[config.mk]
export PLATFORM = sky130hd
export DESIGN_NAME = imem_boot_ctrl
export DESIGN_NICKNAME = d
export VERILOG_FILES = /design/src/rtl/boot_pkg.sv /design/src/rtl/imem_boot_ctrl_hold_timer.sv /design/src/rtl/imem_boot_ctrl.sv
export SDC_FILE = /design/constraint.sdc
export NUM_CORES = 1
export LEC_CHECK = 0
export ABC_AREA = 1
export BUFFER_PORTS_ARGS = -buffer_cell sky130_fd_sc_hd__buf_2
export CAP_MARGIN = 20
export CORE_MARGIN = 3
export CORE_UTILIZATION = 50
export CTS_BUF_LIST = sky130_fd_sc_hd__clkbuf_8
export DETAILED_ROUTE_END_ITERATION = 10
export PLACE_DENSITY = 0.84
export SLEW_MARGIN = 20
export SYNTH_ARGS = -nofsm -noshare
export SYNTH_HDL_FRONTEND = slang
export SYNTH_SLANG_ARGS = --single-unit
[constraint.sdc]
create_clock -name clk -period 2.95 [get_ports clk]
set_clock_uncertainty 0.05 [all_clocks]
set_input_delay 0.59 -clock clk [delete_from_list [all_inputs] [get_ports clk]]
set_output_delay 0.59 -clock clk [all_outputs]
set_load 0.05 [all_outputs]
[src/rtl/boot_pkg.sv]
// Shared types and constants for the instruction-memory boot sequencer.
package boot_pkg;

   typedef enum logic [2:0] {
      IDLE,
      NOP_WR,
      ACCEPT,
      WRITE,
      HOLD,
      RUN,
      ERR
   } boot_state_e;

   localparam int unsigned BYTES_PER_WORD   = 4;
   localparam logic [31:0] NOP_WORD_DEFAULT = 32'h0000_0000;

   // Big-endian byte lane: lane 0 is the MSB byte, stored at the lowest address.
   function automatic logic [7:0] byte_lane(input logic [31:0] word, input logic [1:0] lane);
      logic [7:0] b;
      case (lane)
         2'd0:    b = word[31:24];
         2'd1:    b = word[23:16];
         2'd2:    b = word[15:8];
         default: b = word[7:0];
      endcase
      return b;
   endfunction

endpackage

[src/rtl/imem_boot_ctrl_hold_timer.sv]
// Loadable down-counter with a zero flag; times the core-reset hold interval.
module boot_hold_timer #(
   parameter int unsigned W = 2
) (
   input  logic         clk,
   input  logic         reset,
   input  logic         load,
   input  logic [W-1:0] load_val,
   input  logic         en,
   output logic         zero_c
);

   logic [W-1:0] cnt_q;

   always_ff @(posedge clk) begin
      if (!reset) begin
         cnt_q <= '0;
      end else if (load) begin
         cnt_q <= load_val;
      end else if (en && (cnt_q != '0)) begin
         cnt_q <= cnt_q - W'(1);
      end
   end

   assign zero_c = (cnt_q == '0);

endmodule

[src/rtl/imem_boot_ctrl.sv]
// Boot sequencer: writes a forced NOP then a streamed program byte-wise into
// instruction RAM, holds the core in reset until loading plus a hold time ends.
module imem_boot_ctrl
   import boot_pkg::*;
#(
   parameter int unsigned IMEM_BYTES = 256,
   parameter int unsigned ADDR_W     = 8,
   parameter int unsigned RESET_HOLD = 3,
   parameter logic [31:0] NOP_WORD   = NOP_WORD_DEFAULT
) (
   input  logic              clk,
   input  logic              reset,
   input  logic              start,
   input  logic              in_valid,
   input  logic [31:0]       in_data,
   input  logic              in_last,
   output logic              in_ready,
   output logic              wr_en,
   output logic [ADDR_W-1:0] wr_addr,
   output logic [7:0]        wr_data,
   output logic              core_reset,
   output logic              done,
   output logic              error,
   output logic [ADDR_W-2:0] word_count
);

   localparam int unsigned CNT_W  = ADDR_W + 1;
   localparam int unsigned WC_W   = ADDR_W - 1;
   localparam int unsigned HOLD_W = (RESET_HOLD > 1) ? $clog2(RESET_HOLD) : 1;

   localparam logic [CNT_W-1:0]  ADDR_FULL = CNT_W'(IMEM_BYTES);
   localparam logic [CNT_W-1:0]  WORD_STEP = CNT_W'(BYTES_PER_WORD);
   localparam logic [HOLD_W-1:0] HOLD_LOAD = HOLD_W'((RESET_HOLD > 0) ? RESET_HOLD - 1 : 0);

   boot_state_e       state_q, state_d;
   logic [1:0]        byte_q, byte_d;
   logic [CNT_W-1:0]  addr_q, addr_d;
   logic [31:0]       word_q, word_d;
   logic              last_q, last_d;
   logic [WC_W-1:0]   wcount_q, wcount_d;

   logic              hold_load, hold_en, hold_zero_c;

   logic              in_ready_d, wr_en_d, core_reset_d, done_d, error_d;
   logic [ADDR_W-1:0] wr_addr_d;
   logic [7:0]        wr_data_d;

   boot_hold_timer #(.W(HOLD_W)) u_hold (
      .clk      (clk),
      .reset    (reset),
      .load     (hold_load),
      .load_val (HOLD_LOAD),
      .en       (hold_en),
      .zero_c   (hold_zero_c)
   );

   // Next-state logic; outputs are derived from the next state so they register aligned with it.
   always_comb begin
      state_d      = state_q;
      byte_d       = byte_q;
      addr_d       = addr_q;
      word_d       = word_q;
      last_d       = last_q;
      wcount_d     = wcount_q;
      hold_load    = 1'b0;
      hold_en      = 1'b0;
      in_ready_d   = 1'b0;
      wr_en_d      = 1'b0;
      wr_addr_d    = '0;
      wr_data_d    = '0;
      core_reset_d = 1'b1;
      done_d       = 1'b0;
      error_d      = 1'b0;

      case (state_q)
         IDLE, RUN, ERR: begin
            if (start) begin
               state_d  = NOP_WR;
               byte_d   = 2'd0;
               addr_d   = '0;
               wcount_d = '0;
            end
         end
         NOP_WR: begin
            byte_d = byte_q + 2'd1;
            if (byte_q == 2'd3) begin
               state_d  = ACCEPT;
               addr_d   = WORD_STEP;
               wcount_d = WC_W'(1);
            end
         end
         ACCEPT: begin
            if (in_valid && in_ready) begin
               word_d  = in_data;
               last_d  = in_last;
               byte_d  = 2'd0;
               state_d = (addr_q == ADDR_FULL) ? ERR : WRITE;
            end
         end
         WRITE: begin
            byte_d = byte_q + 2'd1;
            if (byte_q == 2'd3) begin
               addr_d   = addr_q + WORD_STEP;
               wcount_d = wcount_q + WC_W'(1);
               if (last_q) begin
                  state_d   = (RESET_HOLD == 0) ? RUN : HOLD;
                  hold_load = 1'b1;
               end else begin
                  state_d = ACCEPT;
               end
            end
         end
         HOLD: begin
            hold_en = 1'b1;
            if (hold_zero_c) begin
               state_d = RUN;
            end
         end
         default: state_d = IDLE;
      endcase

      in_ready_d   = (state_d == ACCEPT);
      core_reset_d = (state_d != RUN);
      done_d       = (state_d == RUN);
      error_d      = (state_d == ERR);
      if (state_d == NOP_WR) begin
         wr_en_d   = 1'b1;
         wr_addr_d = ADDR_W'(byte_d);
         wr_data_d = byte_lane(NOP_WORD, byte_d);
      end else if (state_d == WRITE) begin
         wr_en_d   = 1'b1;
         wr_addr_d = addr_d[ADDR_W-1:0] + ADDR_W'(byte_d);
         wr_data_d = byte_lane(word_d, byte_d);
      end
   end

   always_ff @(posedge clk) begin
      if (!reset) begin
         state_q    <= IDLE;
         byte_q     <= 2'd0;
         addr_q     <= '0;
         word_q     <= '0;
         last_q     <= 1'b0;
         wcount_q   <= '0;
         in_ready   <= 1'b0;
         wr_en      <= 1'b0;
         wr_addr    <= '0;
         wr_data    <= '0;
         core_reset <= 1'b1;
         done       <= 1'b0;
         error      <= 1'b0;
         word_count <= '0;
      end else begin
         state_q    <= state_d;
         byte_q     <= byte_d;
         addr_q     <= addr_d;
         word_q     <= word_d;
         last_q     <= last_d;
         wcount_q   <= wcount_d;
         in_ready   <= in_ready_d;
         wr_en      <= wr_en_d;
         wr_addr    <= wr_addr_d;
         wr_data    <= wr_data_d;
         core_reset <= core_reset_d;
         done       <= done_d;
         error      <= error_d;
         word_count <= wcount_d;
      end
   end

endmodule

# ---- Yosys cells after proc, flatten, opt, wreduce, memory -nomap -nowiden
# Cells that the tools add are included.
dict set report op_classes {
  n_reduce_logical 14
  eq_ne 19
  bitwise_logic 2
  n_mux 32
  n_addsub 5
}
# operator n
set ops {}
lappend ops {{$mux W32} 2}
lappend ops {{$mux W9} 3}
lappend ops {{$pmux W9 S3} 1}
lappend ops {{$pmux W8 S3} 1}
lappend ops {{$mux W3} 7}
lappend ops {{$mux W7} 3}
lappend ops {{$pmux W7 S3} 1}
lappend ops {{$eq A3 B3 Y1 const B} 5}
lappend ops {{$pmux W3 S5} 1}
lappend ops {{$eq A3 B2 Y1 const B} 4}
lappend ops {{$mux W2} 6}
lappend ops {{$add A9 B3 Y9 const B} 1}
lappend ops {{$eq A9 B9 Y1 const B} 1}
lappend ops {{$add A8 B2 Y8} 1}
lappend ops {{$add A7 B1 Y7 const B} 1}
lappend ops {{$eq A3 B1 Y1 const B} 2}
lappend ops {{$mux W1} 6}
lappend ops {{$ne A2 B2 Y1 const B} 3}
lappend ops {{$pmux W2 S3} 1}
lappend ops {{$reduce_or A3 Y1} 2}
lappend ops {{$eq A2 B2 Y1 const B} 2}
lappend ops {{$logic_not A2 Y1} 2}
lappend ops {{$reduce_and A4 Y1} 1}
lappend ops {{$reduce_bool A2 Y1} 2}
lappend ops {{10 further kinds} 13}
dict set report word_totals {
  out_inout_bits 28
  regBits 77
  inputBits 37
  word_cells 89
}

# ---- Depth between registers and ports, before layout
# Gate-level depths: netlist of run 1.
dict set report logic_depth {
  ltp_word 7
  ltp_mapped 18
}

# ---- By module
# From an unflattened synthesis of run 1, not the netlist that was laid out.
dict set report hier_totals {
  cells_unflattened 517
  area_unflattened_um2 3575.9
}
# module area_per_inst_um2 seq_area_each_um2 n_inst cells_each
set by_module_without_submodules {}
lappend by_module_without_submodules {imem_boot_ctrl 3439.5 1501.4 1 493}
lappend by_module_without_submodules {boot_hold_timer 136.4 40.0 1 24}

# ---- Worst setup path before layout of run 1
# OpenSTA, ideal clock, no wires.
dict set report synth_timing {
  kind {register -> register}
  from {register state_q[1]}
  to {register wr_addr[6]}
  synth_period_minus_slack_ns 2.543
  setup_slack_ns 0.407
  arrival_time_ns 2.369
  setup_time_ns 0.124
  n_path_buf 1
  t_required_ns 2.776
  stages_incl_launch_ff 16
  cell_sequence {dfxtp_1 > nand2_1 > nand3_1 > nand3_2 > nand2_1 > nand2_1 > nand2_2 > buf_4 > ha_1 > inv_1 > fa_1 > nand3b_1 > nor2_1 > nand2_1 > nand2_1 > a21oi_1}
}
# element line_no
set synth_rtl {}
lappend synth_rtl {{start: declaration} imem_boot_ctrl.sv:35} ;# boot_state_e state_q, state_d;
lappend synth_rtl {{start signal: assignment} imem_boot_ctrl.sv:154} ;# state_q <= state_d;
lappend synth_rtl {{$eq A3 B3 Y1, or another cell as far along} imem_boot_ctrl.sv:75} ;# case (state_q)
lappend synth_rtl {{$reduce_or A3 Y1 / $reduce_or A2 Y1 (equally long branches)} --}
lappend synth_rtl {{$pmux W2 S3 *} imem_boot_ctrl.sv:75}
lappend synth_rtl {{named net byte_d[0]} imem_boot_ctrl.sv:36} ;# logic [1:0] byte_q, byte_d;
lappend synth_rtl {{$add A8 B2 Y8 *} imem_boot_ctrl.sv:132} ;# wr_addr_d = addr_d[ADDR_W-1:0] + ADDR_W'(byte_d);
lappend synth_rtl {{end signal: assignment} imem_boot_ctrl.sv:162} ;# wr_addr <= wr_addr_d;
lappend synth_rtl {{end: declaration} imem_boot_ctrl.sv:19} ;# output logic [ADDR_W-1:0] wr_addr,
# Mark *: on every way through the listed nets, which the timed path passes. The rest lies on a longest branch.
# A chain may end at the register's enable or synchronous reset.

# ---- Final worst setup path of run 1
dict set report layout_timing {
  from {register state_q[0]}
  to {register wr_addr[6]}
}
# element line_no
set layout_rtl {}
lappend layout_rtl {{$eq A3 B3 Y1 / $logic_not A3 Y1 (equally long branches)} imem_boot_ctrl.sv:75}
lappend layout_rtl {{$reduce_or A3 Y1} imem_boot_ctrl.sv:75}
lappend layout_rtl {{$pmux W9 S3 *} imem_boot_ctrl.sv:75}
lappend layout_rtl {{named net addr_d[0]} imem_boot_ctrl.sv:37} ;# logic [CNT_W-1:0] addr_q, addr_d;
lappend layout_rtl {{$add A8 B2 Y8 *} imem_boot_ctrl.sv:132}
# Marks and branches as above.

==> flow_summary.ini, run 1 <==
[power]
power_frac_seq = 0.511
power.density_nw_per_um2 = 484
p_comb_frac = 0.106
p_int_mw = 1.51
p_clk_frac = 0.384
vdd.ir_drop.worst_mv = 0.215
p_sw_uw = 562
p_leak_nw = 2.03
swShare = 0.271

[worst_setup_path]
crit_path_max_incr_delay_ns = 0.38
critPathArrivalTime_ns = 2.84
endpoint_kind = flip-flop
critical-path-top-delay-family = simple AND/OR/NAND/NOR gates
crit_fanout = 7
cp-start-kind = flip-flop
cp_slowest_cell = dfxtp_2
crit_top_cell = nand2_1
critPathLaunch = state_q[0]
worstSetupPathType = flip-flop to flip-flop
path_buf_inv = 4
critPathRequiredTime_ns = 3.13
timing.rr.start = state_q[0]
path_cells = inv_2, nand2_1, inv_1, nand2_1, nand3_1, nand2_4, a21oi_4, nand2_1, nand2_1, inv_1, ha_1, inv_1, fa_1, nand3b_1, nor2_2, nand2_1, nand2_1, a21oi_1

[placement]
io_buffers = 64
dp_hpwl_um = 6500
dp_slack_ns = 0.169
place_area_um2 = 4060
finalWeightedCongestion = 0.876

[worst_hold_path]
hold_path.class = flip-flop to flip-flop
holdCritStartpoint = word_q[8]

[finish]
area_growth_pct = 17.9
drive_above_1_share = 0.231
nFillCells = 639
nNetsFinal = 607
antenna_cells = 0
postLayoutCellArea_um2 = 4280
layout_commonest_cell = nand2_1
layout_common_cells = nand2_1 (103), dfxtp_1 (74), nor2_1 (68)

[route]
routedWlPerCell_um = 13.1
wirelength_um = 8650
wl_met2_um = 3860
wl_met3_um = 602
met1_length_um = 4090
top_layer = met4
vias = 3356
route.detailed.drc = 0
dr.pass1.iters = 5
drtAntennaViolNets = 0
avgViaCountPerCell = 5.07
drtIter0Drc = 247

[floorplan]
initial_utilization = 0.526
die_w_um = 91.2
design.core.area_um2 = 6910
io_pins = 65
fp.dieH_um = 91.2
die_area_um2 = 8330
rows = 30

[clock_network]
insertion_delay_ns = 0.35
cts_sinks = 77
cts_buffer_depth = 2
clkTransAtPathRegs_ns = 0.08
numCtsBuffers = 9
cts_tree = done
htree_levels = 3
hold_buffers = 0
clockRootBuffer = clkbuf_8

[yosys]
synth_top_flop_cell = dfxtp_1
ys_ff_latch = 77
yosys_warnings = 0
synth-edff-count = 0
syn_nets = 537
async_reset_ff_frac = 0
synth.avg_cell_area_um2 = 7.40
synthCells = 491
syn_area_um2 = 3630
synth_cell_types = 38
seq_area_frac_synth = 0.424

[sta]
fin_tns_setup_ns = 0
fin_ws_ns = 0.289
finalCriticalPeriod_ns = 2.66
fmax_ghz = 0.376
finalCritPeriodShare = 0.902
worstMarginPinSlew_ns = 0.540
rsz0062_at_grt = false
slew_headroom = 0.639
finalHoldViolCount = 0
drv_slew = 0
finalSetupViolations = 0

[run_status]
status = complete, no violations

[global_route]
grt_overflow = 0
grt_max_degree = 30
grt_use_total = 0.216
grt_pass1_wl_um = 14700
antenna_found_initial = 0
grt_pass1_vias = 3178

[run]
max_cap_viol_count = 0
## synthesized netlist by cell type, types with 2 or more instances
| cell | count | area [µm²] |
|---|---|---|
| a21oi_1 | 31 | 155 |
| a31oi_1 | 2 | 12.5 |
| and2_1 | 2 | 12.5 |
| buf_2 | 4 | 20.0 |
| buf_4 | 3 | 22.5 |
| clkbuf_1 | 7 | 26.3 |
| dfxtp_1 | 77 | 1540 |
| ha_1 | 8 | 100 |
| inv_1 | 39 | 146 |
| inv_2 | 11 | 41.3 |
| mux2i_1 | 10 | 100 |
| nand2_1 | 103 | 387 |
| nand2_2 | 3 | 18.8 |
| nand3_1 | 23 | 115 |
| nand3_2 | 3 | 30.0 |
| nand3b_1 | 14 | 105 |
| nand4_1 | 8 | 50.1 |
| nor2_1 | 70 | 263 |
| nor2_2 | 4 | 25.0 |
| nor3_1 | 3 | 15.0 |
| o21ai_0 | 35 | 175 |
| or2_0 | 7 | 43.8 |
| or2_2 | 7 | 43.8 |
| xnor2_1 | 2 | 17.5 |
| xor2_1 | 2 | 17.5 |
## through the flow
| step | instances | util | total power, mW | hold WS, ns |
|---|---|---|---|---|
| after floorplan | 491 | - | 1.23 | 0.390 |
| after global placement | 645 | 0.588 | 1.29 | 0.410 |
| after CTS | 661 | 0.617 | 2.08 | 0.426 |
| after detailed placement | 645 | 0.588 | 1.30 | 0.414 |
| final | 662 | 0.620 | 2.07 | 0.426 |
| after global routing | 662 | 0.620 | 2.16 | 0.449 |
## worst reg2reg max path, delay by kind of cell, from the launching register on
kind	cells	cell delay, ns
AOI/OAI and AO/OA	2	0.10
and+or+nand+nor	10	1.26
buffers and inverters	4	0.25
adders and majority gates	2	0.53
DFF	1	0.38
## area by class of cell
cell class | count | area (µm²) | area share
multi-input combinational | 349 | 1830 | 0.428
sequential | 77 | 1550 | 0.361
timing repair buffer | 74 | 395 | 0.0923
inverter | 50 | 188 | 0.0438
clock buffer | 9 | 124 | 0.0289
tap | 96 | 120 | 0.0280
clock inverter | 7 | 75.1 | 0.0175
## cell families (layout without fill, tap and decap cells)
group | after synthesis | after routing | synth area share
DFF | 77 | 77 | 0.424
xor gates and xnor gates | 4 | 4 | 0.00964
adders and majority gates | 9 | 9 | 0.0331
and+or+nand+nor | 251 | 251 | 0.318
muxes | 10 | 10 | 0.0275
AOI/OAI and AO/OA | 75 | 75 | 0.114
buffers and inverters | 65 | 140 | 0.0737
## state kept, by name, indices dropped and copies added (netlist names)
name          cells
in_ready          1
wr_data           8
done              1
wr_addr           8
error             1
wcount_q          7
last_q            1
core_reset        1
word_q           32
u_hold.cnt_q      2
byte_q            2
addr_q            9
state_q           3
wr_en             1
## path summary, 6_finish.rpt
check	endpoint	slack [ns]	cells after the start
worst max register to register	wr_addr[6]	0.29	18
worst min register to register	word_q[8]	0.43	2
worst min-delay path	word_q[8]	0.43	2
worst max-delay path	wr_addr[6]	0.29	18
## layer usage
metal  global-route usage  vias to the layer above
li1                     -                     1734
met2                0.323                      104
met1                0.301                     1508
met3               0.0630                       10
met5                    0                        -
met4               0.0666                        0
## what timing repair did
| action | CTS | global route |
|---|---|---|
| endpoints found under the hold margin | 0 | 0 |
| resized for setup | 0 | 7 |
| endpoints found under the setup margin | 0 | 5 |
| buffers inserted | 0 | 1 |
## power by group through the flow
stage	Clock [mW]	Combinational, mW	Sequential [mW]
floorplan	0	0.125	1.10
global placement	0	0.209	1.08
detailed placement	0	0.213	1.08
CTS	0.803	0.214	1.06
global route	0.854	0.243	1.06
finish	0.796	0.219	1.06
Power figures use the tool's default switching activity.
==> inputs of run 2 (changes only) <==
Settings changed: PLACE_DENSITY 0.84 to 0.73.
==> flow_summary.ini, run 2 (synthesis gave the netlist of run 1 again) <==
[power]
p_leak_nw = 2.02
p_int_mw = 1.54
vdd.ir_drop.worst_mv = 0.248
p_sw_uw = 524
power.density_nw_per_um2 = 486
p_clk_frac = 0.385
power_frac_seq = 0.512
swShare = 0.253
power_mw = 2.07
p_comb_frac = 0.103

[clock_network]
cts_buffer_depth = 2
htree_levels = 3
numCtsBuffers = 9
post_cts_resized = 0
hold_buffers = 0
cts_sinks = 77
insertion_delay_ns = 0.35
clkTransAtPathRegs_ns = 0.07
clockRootBuffer = clkbuf_8
post-cts-setup-buffers = 0
cts_tree = done

[finish]
layout_commonest_cell = nand2_1
antenna_cells = 0
drive_above_1_share = 0.224
nNetsFinal = 604
nFillCells = 653
largest_reg_flops = 32
largest_register = word_q
reg_top3 = word_q x32, addr_q x9
layout_common_cells = nand2_1 (103), dfxtp_1 (74), nor2_1 (68)
area_growth_pct = 17.1

[sta]
finalCriticalPeriod_ns = 2.73
finalSetupViolations = 0
worstMarginPinSlew_ns = 0.550
fin_tns_setup_ns = 0
finalCritPeriodShare = 0.925
finalHoldViolCount = 0
fmax_ghz = 0.366
drv_slew = 0
fin_hold_ws_ns = 0.424
slew_headroom = 0.633
rsz0062_at_grt = false

[worst_setup_path]
critPathRequiredTime_ns = 3.17
critPathLaunch = state_q[1]
worstSetupPathType = flip-flop to flip-flop
cp-start-kind = flip-flop
endpoint_kind = flip-flop
critPathArrivalTime_ns = 2.95
crit_fanout = 8
timing.rr.start = state_q[1]

[global_route]
grt_pass1_vias = 3132
grt_max_degree = 30
antenna_found_initial = 0
grt_pass1_wl_um = 14200
grt_use_total = 0.210
grt_overflow = 0

[worst_hold_path]
hold_path.class = flip-flop to flip-flop
holdCritStartpoint = word_q[9]

[route]
drtAntennaViolNets = 0
route.detailed.drc = 0
dr.pass1.iters = 5
wirelength_um = 8440
vias = 3336
routedWlPerCell_um = 12.8
drtIter0Drc = 175
avgViaCountPerCell = 5.07

[floorplan]
initial_utilization = 0.526
fp.dieH_um = 91.2
die_w_um = 91.2
io_pins = 65
die_area_um2 = 8330
rows = 30
design.core.area_um2 = 6910

[placement]
finalWeightedCongestion = 0.861
dp_hpwl_um = 6140
io_buffers = 64

[run]
max_cap_viol_count = 0

[run_status]
status = complete, no violations
==> run 2: cell types whose count changed in the layout (fill, tap and decap cells not counted) <==
cell        delta
dfxtp_4        -1
dfxtp_2        +1
clkinv_4       -3
clkbuf_8       +2
inv_6          -1
clkinvlp_4     +1
buf_4          -3
nand3_1        +1
nand3_2        -1
==> run 2: path summary, 6_finish.rpt <==
kind / to / slack [ns] / cells past startpoint
max: wr_addr[6] / 0.22 / 15
min: word_q[9] / 0.42 / 2
max reg2reg: wr_addr[6] / 0.22 / 15
min reg2reg: word_q[9] / 0.42 / 2
==> run 2: power groups by stage <==
stage / sequential [mW] / clock [mW] / combinational, mW
final: 1.06 / 0.796 / 0.213
after global routing: 1.06 / 0.849 / 0.238
after CTS: 1.06 / 0.818 / 0.213
after detailed placement: 1.08 / 0 / 0.212
after global placement: 1.08 / 0 / 0.209
after floorplan: 1.10 / 0 / 0.125
==> run 2: worst max-delay path: stages (launching register included) <==
cell and delay (ns):
dfxtp_2 0.41, nand2_1 0.13, nand3_1 0.21, nand3_2 0.16, nand2_4 0.15, a21oi_4 0.07
nand2_1 0.12, nand2_1 0.08, inv_1 0.06, ha_1 0.15, inv_1 0.05, fa_1 0.38
nand3b_1 0.21, nor2_2 0.19, nand2_1 0.09, a21oi_1 0.15
==> run 2: area by class of cell <==
cell class / count / area [µm²] / share of cell area
repair buffers: 71 / 373 / 0.0876
multi-input cells: 349 / 1830 / 0.430
flip-flops and latches: 77 / 1550 / 0.363
clock inverters: 4 / 47.5 / 0.0112
inverters: 50 / 188 / 0.0441
clock buffers: 11 / 151 / 0.0356
well taps: 96 / 120 / 0.0282
==> run 2: through the flow <==
stage / setup WS, ns / cells / util / cell area [µm²]
floorplan: 0.407 / 491 / - / 3630
global placement: 0.280 / 643 / 0.586 / 4050
detailed placement: 0.167 / 643 / 0.586 / 4050
CTS: 0.115 / 658 / 0.615 / 4250
global route: 0.00136 / 658 / 0.616 / 4250
finish: 0.220 / 658 / 0.616 / 4250
==> run 2: per-layer routing <==
layer	global-route usage	up-vias	routed length, µm
li1	-	1722	-
met1	0.277	1498	3950
met2	0.333	100	3830
met3	0.0414	16	495
met4	0.0917	0	169
met5	0	-	0
